### config.mk
export PLATFORM = sky130hd
export DESIGN_NAME = npu_output_stage
export DESIGN_NICKNAME = d
export VERILOG_FILES = /design/src/rtl/npu_out_pkg.sv /design/src/rtl/npu_sync_fifo.sv /design/src/rtl/npu_output_stage.sv
export SDC_FILE = /design/constraint.sdc
export NUM_CORES = 1
export LEC_CHECK = 0
export ABC_CLOCK_PERIOD_IN_PS = 12190
export CORE_MARGIN = 2
export CORE_UTILIZATION = 45
export CTS_CLUSTER_DIAMETER = 200
export DETAILED_ROUTE_END_ITERATION = 6
export SETUP_SLACK_MARGIN = 0.1
export SLEW_MARGIN = 40
export SYNTH_ARGS = -nofsm -noshare
export SYNTH_HDL_FRONTEND = slang
export SYNTH_SLANG_ARGS = --single-unit
### constraint.sdc
create_clock -name CLK -period 12.19 [get_ports CLK]
set_input_delay 3.657 -clock CLK [delete_from_list [all_inputs] [get_ports CLK]]
set_output_delay 3.657 -clock CLK [all_outputs]
set_load 0.03 [all_outputs]
### src/rtl/npu_out_pkg.sv
// Shared definitions for the NPU output stage: config field layout, integer
// clamp limits, float bias and a leading-one detector.
package npu_out_pkg;

    localparam int CFG_MODE_BIT  = 15;
    localparam int CFG_SAT_BIT   = 14;
    localparam int CFG_RND_BIT   = 13;
    localparam int CFG_SCALE_MSB = 4;

    localparam logic MODE_INT   = 1'b0;
    localparam logic MODE_FLOAT = 1'b1;

    localparam logic [31:0] INT_MAX  = 32'h7FFF_FFFF;
    localparam logic [31:0] INT_MIN  = 32'h8000_0000;
    localparam int          FLT_BIAS = 127;

    // Index of the most significant set bit; 0 when the input is zero.
    function automatic logic [4:0] lod32(input logic [31:0] v);
        logic [4:0] idx;
        idx = '0;
        for (int i = 0; i < 32; i++) begin
            if (v[i]) idx = 5'(i);
        end
        return idx;
    endfunction

endpackage

### src/rtl/npu_sync_fifo.sv
// First-word-fall-through synchronous FIFO: dout shows the head word while not empty.
// Writes while full and reads while empty are ignored; count tracks occupancy.
module npu_sync_fifo #(
    parameter int DW    = 16,
    parameter int DEPTH = 16
) (
    input  logic                     clk,
    input  logic                     rst_n,
    input  logic [DW-1:0]            din,
    input  logic                     wr_en,
    input  logic                     rd_en,
    output logic [DW-1:0]            dout,
    output logic                     full,
    output logic                     empty,
    output logic [$clog2(DEPTH):0]   count
);
    localparam int AW = $clog2(DEPTH);

    logic [DW-1:0] mem_q [DEPTH];
    logic [AW-1:0] wr_ptr_q, wr_ptr_d;
    logic [AW-1:0] rd_ptr_q, rd_ptr_d;
    logic [AW:0]   cnt_q, cnt_d;
    logic          wr_acc, rd_acc;

    assign full   = (cnt_q == (AW+1)'(DEPTH));
    assign empty  = (cnt_q == '0);
    assign count  = cnt_q;
    assign dout   = mem_q[rd_ptr_q];
    assign wr_acc = wr_en && !full;
    assign rd_acc = rd_en && !empty;

    always_comb begin
        wr_ptr_d = wr_ptr_q;
        rd_ptr_d = rd_ptr_q;
        cnt_d    = cnt_q;
        if (wr_acc) wr_ptr_d = wr_ptr_q + AW'(1);
        if (rd_acc) rd_ptr_d = rd_ptr_q + AW'(1);
        case ({wr_acc, rd_acc})
            2'b10:   cnt_d = cnt_q + (AW+1)'(1);
            2'b01:   cnt_d = cnt_q - (AW+1)'(1);
            default: cnt_d = cnt_q;
        endcase
    end

    always_ff @(posedge clk or negedge rst_n) begin
        if (!rst_n) begin
            wr_ptr_q <= '0;
            rd_ptr_q <= '0;
            cnt_q    <= '0;
        end else begin
            wr_ptr_q <= wr_ptr_d;
            rd_ptr_q <= rd_ptr_d;
            cnt_q    <= cnt_d;
        end
    end

    // Storage needs no reset: occupancy alone decides what is valid.
    always_ff @(posedge clk) begin
        if (wr_acc) mem_q[wr_ptr_q] <= din;
    end

endmodule

### src/rtl/npu_output_stage.sv
// NPU output path: FIFO -> S1 (word + config snapshot) -> convert -> S2 (dout); push to dout in 2 edges.
// Both stages advance when dout is empty or accepted; a stalled dout holds data, flags and valid.
module npu_output_stage
    import npu_out_pkg::*;
#(
    parameter int DW    = 16,
    parameter int FRAC  = 7,
    parameter int DEPTH = 16,
    parameter int CW    = $clog2(DEPTH) + 1
) (
    input  logic          CLK,
    input  logic          npu_rst_n,
    input  logic [DW-1:0] din,
    input  logic          din_wr_en,
    output logic          din_full,
    input  logic [15:0]   cfg_data,
    input  logic          cfg_wr_en,
    output logic [31:0]   dout,
    output logic          dout_valid,
    input  logic          dout_ready,
    output logic          fifo_empty,
    output logic [CW-1:0] fifo_count,
    output logic          sat_flag,
    output logic          overflow_sticky,
    input  logic          clr_flags
);
    localparam int XW = DW + 33;

    logic [15:0]   cfg_q, cfg_d;
    logic          ovf_q, ovf_d;
    logic          s1_vld_q, s1_vld_d;
    logic [DW-1:0] s1_word_q, s1_word_d;
    logic [15:0]   s1_cfg_q, s1_cfg_d;
    logic [31:0]   dout_q, dout_d;
    logic          dout_vld_q, dout_vld_d;
    logic          sat_q, sat_d;

    logic [DW-1:0] fifo_dout;
    logic          advance, pop;
    logic          cfg_rsvd_unused;

    npu_sync_fifo #(.DW(DW), .DEPTH(DEPTH)) u_fifo (
        .clk   (CLK),
        .rst_n (npu_rst_n),
        .din   (din),
        .wr_en (din_wr_en),
        .rd_en (pop),
        .dout  (fifo_dout),
        .full  (din_full),
        .empty (fifo_empty),
        .count (fifo_count)
    );

    assign advance = !dout_vld_q || dout_ready;
    assign pop     = advance && !fifo_empty;

    // Reserved config bits are held in the register but never affect conversion.
    assign cfg_rsvd_unused = ^cfg_q[12:5];

    logic                 cv_mode, cv_sat_en, cv_rnd_en;
    logic [4:0]           cv_scale;
    int                   cv_sh;
    logic signed [XW-1:0] cv_x, cv_bias, cv_wide;
    logic                 cv_ovf;
    logic [DW:0]          cv_mag;
    logic [4:0]           cv_p;
    logic [7:0]           cv_exp;
    logic [22:0]          cv_man;
    logic [31:0]          cv_res;
    logic                 cv_sat;

    always_comb begin
        cv_mode   = s1_cfg_q[CFG_MODE_BIT];
        cv_sat_en = s1_cfg_q[CFG_SAT_BIT];
        cv_rnd_en = s1_cfg_q[CFG_RND_BIT];
        cv_scale  = s1_cfg_q[CFG_SCALE_MSB:0];
        cv_sh     = int'(cv_scale) - FRAC;
        cv_x      = XW'(signed'(s1_word_q));
        cv_bias   = '0;
        cv_wide   = '0;

        // Integer path: exact wide shift, optional round-half-up before the right shift.
        if (cv_sh >= 0) begin
            cv_wide = cv_x <<< cv_sh;
        end else begin
            if (cv_rnd_en) cv_bias = XW'(1) <<< (-cv_sh - 1);
            cv_wide = (cv_x + cv_bias) >>> (-cv_sh);
        end
        cv_ovf = (|cv_wide[XW-1:31]) && !(&cv_wide[XW-1:31]);

        // Float path: the magnitude always fits the 24-bit significand, so it is exact.
        cv_mag = s1_word_q[DW-1] ? (DW+1)'(-cv_x) : (DW+1)'(cv_x);
        cv_p   = lod32(32'(cv_mag));
        cv_exp = 8'(FLT_BIAS + int'(cv_p) - FRAC + int'(cv_scale));
        cv_man = 23'(32'(cv_mag) << (23 - int'(cv_p)));

        cv_sat = 1'b0;
        if (cv_mode == MODE_FLOAT) begin
            cv_res = (s1_word_q == '0) ? 32'h0 : {s1_word_q[DW-1], cv_exp, cv_man};
        end else if (cv_ovf && cv_sat_en) begin
            cv_res = cv_wide[XW-1] ? INT_MIN : INT_MAX;
            cv_sat = (cv_mode == MODE_INT);
        end else begin
            cv_res = cv_wide[31:0];
        end
    end

    always_comb begin
        cfg_d      = cfg_wr_en ? cfg_data : cfg_q;
        ovf_d      = ovf_q;
        s1_vld_d   = s1_vld_q;
        s1_word_d  = s1_word_q;
        s1_cfg_d   = s1_cfg_q;
        dout_d     = dout_q;
        dout_vld_d = dout_vld_q;
        sat_d      = sat_q;

        // A dropped push outranks a simultaneous clear.
        if (clr_flags) ovf_d = 1'b0;
        if (din_wr_en && din_full) ovf_d = 1'b1;

        if (advance) begin
            s1_vld_d   = pop;
            s1_word_d  = fifo_dout;
            s1_cfg_d   = cfg_q;
            dout_vld_d = s1_vld_q;
            sat_d      = s1_vld_q && cv_sat;
            if (s1_vld_q) dout_d = cv_res;
        end
    end

    always_ff @(posedge CLK or negedge npu_rst_n) begin
        if (!npu_rst_n) begin
            cfg_q      <= '0;
            ovf_q      <= 1'b0;
            s1_vld_q   <= 1'b0;
            s1_word_q  <= '0;
            s1_cfg_q   <= '0;
            dout_q     <= '0;
            dout_vld_q <= 1'b0;
            sat_q      <= 1'b0;
        end else begin
            cfg_q      <= cfg_d;
            ovf_q      <= ovf_d;
            s1_vld_q   <= s1_vld_d;
            s1_word_q  <= s1_word_d;
            s1_cfg_q   <= s1_cfg_d;
            dout_q     <= dout_d;
            dout_vld_q <= dout_vld_d;
            sat_q      <= sat_d;
        end
    end

    assign dout            = dout_q;
    assign dout_valid      = dout_vld_q;
    assign sat_flag        = sat_q;
    assign overflow_sticky = ovf_q;

endmodule

# Yosys cells after proc, flatten, opt, wreduce, memory -nomap -nowiden
# Memory sizes are Yosys's and may differ from the RTL's. A register that Yosys moved wholly into a read port is not among the register bits.
# Index checks and enable logic that the tools add are counted.
dict set report word_totals {
  out_inout_bits 42
  regBits 81
  elab_cells 84
  inputBits 38
  ramBits 256
  mem_count 1
}
dict set report op_classes {
  bitwise 1
  muxes 31
  n_addsub 13
  shift 4
  order_cmp 1
  reduce_logical 20
  n_eq_ne 3
}
# name words word_bits read_ports rd_clocked_by_memory_dff wr line
set memory_table {}
lappend memory_table {u_fifo.mem_q 16 16 1 1 1 npu_sync_fifo.sv:19} ;# logic [DW-1:0] mem_q [DEPTH];
# op count
set ops {}
lappend ops {{$mux 49} 3}
lappend ops {{$mux 32} 4}
lappend ops {{$mux 5} 15}
lappend ops {{$add 16x49->49} 1}
lappend ops {{$sshl 16x32->49} 1}
lappend ops {{$sshl 2x32->49 const A} 1}
lappend ops {{$sshr 49x32->49} 1}
lappend ops {{$neg 6->32} 1}
lappend ops {{$shl 17x32->23} 1}
lappend ops {{$sub 32x2->32 const B} 1}
lappend ops {{$reduce_and 18->1} 1}
lappend ops {{$reduce_or 18->1} 1}
lappend ops {{$mux 17} 1}
lappend ops {{$neg 16->17} 1}
lappend ops {{$logic_not 16->1} 1}
lappend ops {{$pmux 5 s2} 1}
lappend ops {{$add 4x1->4 const B} 2}
lappend ops {{$add 7x5->8 const A} 1}
lappend ops {{$add 8x6->8} 1}
lappend ops {{$sub 8x3->8 const B} 1}
lappend ops {{$logic_and 1x1->1} 7}
lappend ops {{$mux 1} 7}
lappend ops {{$ge 6x1->1 const B} 1}
lappend ops {{$sub 5x3->6 const B} 1}
lappend ops {{12 further kinds} 17}

# Longest topological paths before layout
dict set report logic_depth {
  ltp_word 23
  depth_mapped 41
  mapped_depth_nobuf 30
}

# Cells and area by module
# Synthesis repeated with hierarchy kept, for this count alone.
dict set report unflattened {
  cells_unflattened 2708
  area_unflattened_um2 25225.4
}
# mod cells_each instances seq_area_each_um2 area_each_um2
set by_module_without_submodules {}
lappend by_module_without_submodules {npu_output_stage 2153 1 1701.6 14330.0}
lappend by_module_without_submodules {npu_sync_fifo 555 1 8012.7 10895.4}

# Worst setup path after synthesis
# No wires, ideal clock.
dict set report synth_timing {
  path_type {register to register}
  startpoint {register s1_cfg_q[0]}
  endpoint {register dout_q[27], in the netlist dout[27]}
  setup_ns 0.069
  arrival_time_ns 9.958
  n_path_buf 11
  synth_period_minus_slack_ns 10.027
  slack_ns 2.163
  required_ns 12.121
  stages_incl_launch_ff 38
  cell_sequence {dfrtp_1 buf_2 buf_1 and3_1 clkbuf_1 nor3_1 inv_2 clkbuf_1 clkbuf_1 buf_1 ha_1 or4_1 nor3_2 clkbuf_1 clkbuf_1 clkbuf_1 clkbuf_1 o31a_1 [... 2 more ...] or2_2 inv_1 ha_1 a211o_1 a211o_1 a21bo_1 o21a_4 a211oi_4 mux2i_1 o211ai_1 nand3b_1 or2_2 a311o_1 o31a_1 o41a_4 buf_6 a221o_1 nand3_1}
}
dict set report synth_between {
  elab_chain_len 15
  elab_cells_between_ends 21
  cone_classes {5 x add/sub; 1 x order compare; 3 x shift; 7 x mux; 5 x reduce/logical}
}
# item line
set synth_rtl {}
lappend synth_rtl {{start: declaration} npu_output_stage.sv:33} ;# logic [15:0] s1_cfg_q, s1_cfg_d;
lappend synth_rtl {{start signal: assignment} npu_output_stage.sv:147} ;# s1_cfg_q <= s1_cfg_d;
lappend synth_rtl {{$sub 5x3->6} npu_output_stage.sv:77} ;# cv_sh = int'(cv_scale) - FRAC;
lappend synth_rtl {{$neg 6->32} {npu_output_stage.sv:86, npu_output_stage.sv:87}}
lappend synth_rtl {{$sub 32x2->32} npu_output_stage.sv:86} ;# if (cv_rnd_en) cv_bias = XW'(1) <<< (-cv_sh - 1);
lappend synth_rtl {{$sshl 2x32->49} npu_output_stage.sv:86}
lappend synth_rtl {{$mux 49} npu_output_stage.sv:86}
lappend synth_rtl {{$mux 49} npu_output_stage.sv:83} ;# if (cv_sh >= 0) begin
lappend synth_rtl {{$add 16x49->49} npu_output_stage.sv:87} ;# cv_wide = (cv_x + cv_bias) >>> (-cv_sh);
lappend synth_rtl {{$sshr 49x32->49} npu_output_stage.sv:87}
lappend synth_rtl {{$mux 49} npu_output_stage.sv:83}
lappend synth_rtl {{$reduce_and 18->1} npu_output_stage.sv:89} ;# cv_ovf = (|cv_wide[XW-1:31]) && !(&cv_wide[XW-1:31]);
lappend synth_rtl {{$logic_not 1->1} npu_output_stage.sv:89}
lappend synth_rtl {{$logic_and 1x1->1} npu_output_stage.sv:89}
lappend synth_rtl {{$logic_and 1x1->1} npu_output_stage.sv:100} ;# end else if (cv_ovf && cv_sat_en) begin
lappend synth_rtl {{$mux 32} npu_output_stage.sv:100}
lappend synth_rtl {{$mux 32 *} npu_output_stage.sv:98} ;# if (cv_mode == MODE_FLOAT) begin
lappend synth_rtl {{end signal: assignment} npu_output_stage.sv:148} ;# dout_q <= dout_d;
lappend synth_rtl {{end: declaration} npu_output_stage.sv:34} ;# logic [31:0] dout_q, dout_d;
# Mark *: on every way between the ends. The rest lies on a longest branch, timed or not. The select of a mux whose other input is x is not followed.
# A chain may end at the register's enable or synchronous reset.

# Final worst setup path
dict set report layout_timing {
  startpoint {register s1_cfg_q[0]}
  endpoint {register dout_q[20], in the netlist dout[20]}
}
dict set report layout_between {
  elab_chain_len 15
  elab_cells_between_ends 19
  cone_classes {4 x add/sub; 1 x order compare; 3 x shift; 6 x mux; 5 x reduce/logical}
}
# item line
set layout_rtl {}
lappend layout_rtl {{$sub 5x3->6 *} npu_output_stage.sv:77}
lappend layout_rtl {{$neg 6->32} {npu_output_stage.sv:86, npu_output_stage.sv:87}}
lappend layout_rtl {{$sub 32x2->32} npu_output_stage.sv:86}
lappend layout_rtl {{$sshl 2x32->49} npu_output_stage.sv:86}
lappend layout_rtl {{$mux 49} npu_output_stage.sv:86}
lappend layout_rtl {{$mux 49} npu_output_stage.sv:83}
lappend layout_rtl {{$add 16x49->49} npu_output_stage.sv:87}
lappend layout_rtl {{$sshr 49x32->49} npu_output_stage.sv:87}
lappend layout_rtl {{$mux 49 *} npu_output_stage.sv:83}
lappend layout_rtl {{$reduce_and 18->1} npu_output_stage.sv:89}
lappend layout_rtl {{$logic_not 1->1} npu_output_stage.sv:89}
lappend layout_rtl {{$logic_and 1x1->1} npu_output_stage.sv:89}
lappend layout_rtl {{$logic_and 1x1->1} npu_output_stage.sv:100}
lappend layout_rtl {{$mux 32 *} npu_output_stage.sv:100}
lappend layout_rtl {{$mux 32 *} npu_output_stage.sv:98}
# Marked as above.

==> qor.txt <==
DIE
-------------------------------------------------------------------------------------
Floorplan core area                                                       0.0562 mm^2
Row cnt                                                                            87
Vertical die dimension                                                         242 um
Horizontal die dimension                                                       242 um
Effective utilization at floorplan                                              45.4%
Die area                                                                  0.0586 mm^2
Number of top-level pins                                                           80

GLOBAL ROUTE
-------------------------------------------------------------------------------------
Gr usage total                                                                  30.7%
Global-route congestion overflow total                                              0
Wire length of the first global-routing pass                                   138 mm
Antenna violations before repair                                                    0
Maximum number of pins on one net before global-route repair                       68
Via count of the first global-routing pass                                      21.8k

PWR
-------------------------------------------------------------------------------------
PD cells                                                                  253 mW/mm^2
Power consumption                                                             7.17 mW
Sw Share                                                                        47.9%
Sequential cell fraction of total power                                         23.5%
Internal power component                                                      3.73 mW
Net Sw Power                                                                  3.44 mW
Clock power frac                                                                15.6%
Peak ir drop on the vdd network                                              0.131 mV
Combinational share of power                                                    60.9%
Leakage power                                                                 10.1 nW

CLOCKING
-------------------------------------------------------------------------------------
Number of hold buffers added after cts                                              0
Reg clk slew, reported paths                                                  0.06 ns
Number of buffers created by CTS                                                   37
Count of cells resized by post-cts repair                                           0
Root Driver                                                                 clkbuf_16
Sinks on Clock Net                                                                337
CTS tree                                                                          yes
Clock network latency to the later pin of the worst-skew pair                 0.56 ns
Maximum clock insertion buffer count                                                3
Post-CTS setup buffers                                                              0
Depth of the CTS H-tree                                                             2

CELLS AND AREA
-------------------------------------------------------------------------------------
Multi-input gate area                                                     0.0149 mm^2
Layout overhead on the synthesized area                                         11.1%
Area taken by flip-flops and latches                                     0.00973 mm^2
Ratio of cells with drive above 1 in the final layout                           13.3%
Final net count                                                                  2741
Final Instance Count excl. Fillers                                               3410
Number of fillers in the final layout                                            5208
Final cell area excluding filler cells                                    0.0283 mm^2

STA
-------------------------------------------------------------------------------------
Max-slew violation total from the final report                                      0
Worst Tran Pin Value                                                         0.944 ns
Final Skew                                                                  0.0324 ns
Unrepaired setup endpoints after global routing                                 false
Shortest clock period the worst path allows after layout                     10.70 ns
Final setup violation count                                                         0
Worst slew margin relative to its limit                                         36.2%
Fmax                                                                         93.5 MHz
Setup tns final                                                                  0 ns
Minimum setup slack in the final design                                       1.49 ns
Final hold violations                                                               0
Final clock period utilization by the worst path                                87.8%

FLOW RUN
-------------------------------------------------------------------------------------
Count of max-cap constraint violations                                              0

LOGIC SYNTHESIS
-------------------------------------------------------------------------------------
Main synth FF type                                                           edfxtp_1
Ys Warns                                                                            0
Top cell type's share of synthesized area                                       30.2%
Top area cells in the synthesized netlist                                edfxtp_1 (30%), mux4_2 (8.5%), dfrtp_1 (8.0%), nand2_1 (3.9%), nor2_1 (3.7%)
Post-Synthesis Net Count                                                         2752
Post-synthesis cell count                                                        2637
Async set-reset flop share out of synthesis                                     24.0%
Number of enable flip-flop cells after synthesis                                  256
Dominant cell type by area after synthesis                                   edfxtp_1
Per-instance average area after synthesis                                   9.67 um^2
Netlist cell types                                                                109
Post-synthesis cell area                                                  0.0255 mm^2
Part of the Yosys area used for sequential elements                             38.1%
Number of synthesized register bits                                               337

CRITICAL PATH
-------------------------------------------------------------------------------------
Cell repeated most along the worst path                                       a21oi_1
Endpoint required time on the critical path                                  12.62 ns
Highest fanout seen on the critical path                                           25
Worst Setup Start Kind                                                           flop
Class of the most critical setup path                                    flop to flop
Arrival time of the worst setup path                                         11.13 ns
Worst setup EP type                                                              flop
Critical-path top delay cell                                                     ha_1
Largest stage delay, worst path                                               0.75 ns

ROUTE
-------------------------------------------------------------------------------------
Count of routing violations after the opening detailed-route iteration           2760
DRC violations left                                                                 0
Initial DRT Pass Iterations                                                         6
Via Count                                                                       22.6k
Final routed wirelength across all metal layers                               91.4 mm
Per-cell routed wire length                                                   26.8 um
Per-cell via count in the routed design                                          6.62
Number of nets with antenna violations after routing                                0

PLACE
-------------------------------------------------------------------------------------
Placed Cells incl. Taps                                                          3343
Count of input and output buffers                                                  71
Setup WS pre-CTS                                                              1.74 ns
Placed cell areas                                                         0.0271 mm^2
HPWL after DPL                                                                66.9 mm
Routability congestion estimate                                                 0.980

HOLD PATH
-------------------------------------------------------------------------------------
Class of the tightest hold or removal check                              flop to flop

RUN STATUS
-------------------------------------------------------------------------------------
Status                                                                      completed

==> cells in the final DEF, fill, tap and decap left out, types with 29 or more instances in the layout <==
cell / count
a211oi_1: 32
mux2_2: 45
nor2_1: 238
buf_4: 67
nand3_1: 78
dfrtp_1: 75
inv_1: 50
nor3_1: 64
ha_1: 73
a21oi_1: 180
o211ai_1: 63
a21o_1: 29
a31oi_1: 29
mux2i_1: 70
clkdlybuf4s50_1: 70
mux4_2: 96
clkbuf_16: 38
xnor2_1: 48
edfxtp_1: 256
nand2_1: 267
o21ai_0: 149
nand4_1: 48
==> synth_stat cells (all sizes together), types with 12 or more instances <==
library cell,instances
nor2,252
nand2,268
buf,53
a211o,16
a21oi,182
clkbuf,138
nand3,79
a221o,15
mux4,96
edfxtp,256
a221oi,19
a31oi,31
mux2i,70
nand4,48
nand2b,23
a32oi,12
o221ai,17
a22oi,22
a211oi,33
xnor2,54
o21a,23
and3,15
o211ai,64
o31ai,17
xor2,25
inv,53
nor2b,13
or2,19
mux2,45
nor4,18
o21ai,157
o31a,14
dfrtp,81
ha,74
nor3,71
a21o,29
o22ai,15
and2,27
or3,18
==> path summary, 6_finish.rpt <==
kind	from	to	slack, ns	cells after the start
setup reg to reg	s1_cfg_q[0]	dout[20]	1.49	29
hold reg to reg	cfg_q[3]	s1_cfg_q[3]	0.49	2
hold / removal	cfg_q[3]	s1_cfg_q[3]	0.49	2
min in group asynchronous	npu_rst_n	dout[23]	2.95	1
max in group asynchronous	npu_rst_n	s1_cfg_q[0]	8.30	2
setup / recovery	s1_cfg_q[0]	dout[20]	1.49	29
==> metrics by stage <==
stage	hold slack (ns)	util (%)
after CTS	0.501	50.4
after detailed placement	0.487	48.2
after global routing	0.528	50.4
final	0.488	50.4
after global placement	0.482	48.1
after floorplan	0.446	-
==> state kept, by name, indices dropped and copies added (netlist names) <==
register         cells
overflow_sticky      1
s1_cfg_q             8
sat_flag             1
s1_word_q           16
s1_vld_q             1
u_fifo.wr_ptr_q      4
u_fifo.count         5
u_fifo.mem_q       256
dout                32
cfg_q                8
dout_valid           1
u_fifo.rd_ptr_q      4
==> critical path: cells and delay by family (launching register included) <==
| family | cells | cell delay [ns] |
|---|---|---|
| flip-flops | 1 | 0.59 |
| AND/OR/NAND/NOR | 12 | 3.83 |
| AO/OA/AOI/OAI | 10 | 3.42 |
| buffers and inverters | 2 | 0.46 |
| adder cells (fa/ha/maj) | 3 | 1.64 |
| XOR/XNOR | 2 | 0.59 |
==> logic make-up (layout without fill, tap and decap cells) <==
family	after synthesis	after routing	synth area share (%)
AO/OA/AOI/OAI	794	794	21.5
flip-flops	337	337	38.1
XOR/XNOR	80	80	3.01
multiplexers	211	211	13.2
adder cells (fa/ha/maj)	77	77	3.87
other	1	2	0.0147
AND/OR/NAND/NOR	890	890	16.4
buffers and inverters	247	263	3.84
==> power groups by stage <==
stage / registers (mW) / logic (mW) / clock network [mW]
after CTS: 1.69 / 4.29 / 1.14
after global routing: 1.71 / 4.67 / 1.19
after global placement: 1.70 / 4.24 / 0
after detailed placement: 1.71 / 4.27 / 0
final: 1.69 / 4.37 / 1.12
after floorplan: 1.68 / 2.92 / 0
==> layer usage <==
metal  wire length [um]  global-route usage (%)  vias up
met5                  0                       0        -
met4               3050                    10.1        0
met3               6740                    4.09      168
met2              44200                    51.9     1039
met1              37400                    40.9    11200
li1                   -                       -    10200
==> area by class of cell <==
cell class                      instances  area share, %
Tap cell                              756           3.34
Sequential cell                       337           34.4
Multi-Input combinational cell       2053           52.7
Clock buffer                           48           3.60
Clock inverter                         18          0.813
Timing Repair Buffer                  141           4.41
Antenna cell                            1        0.00884
Inverter                               56          0.742
(Power assumes the default switching activity.)
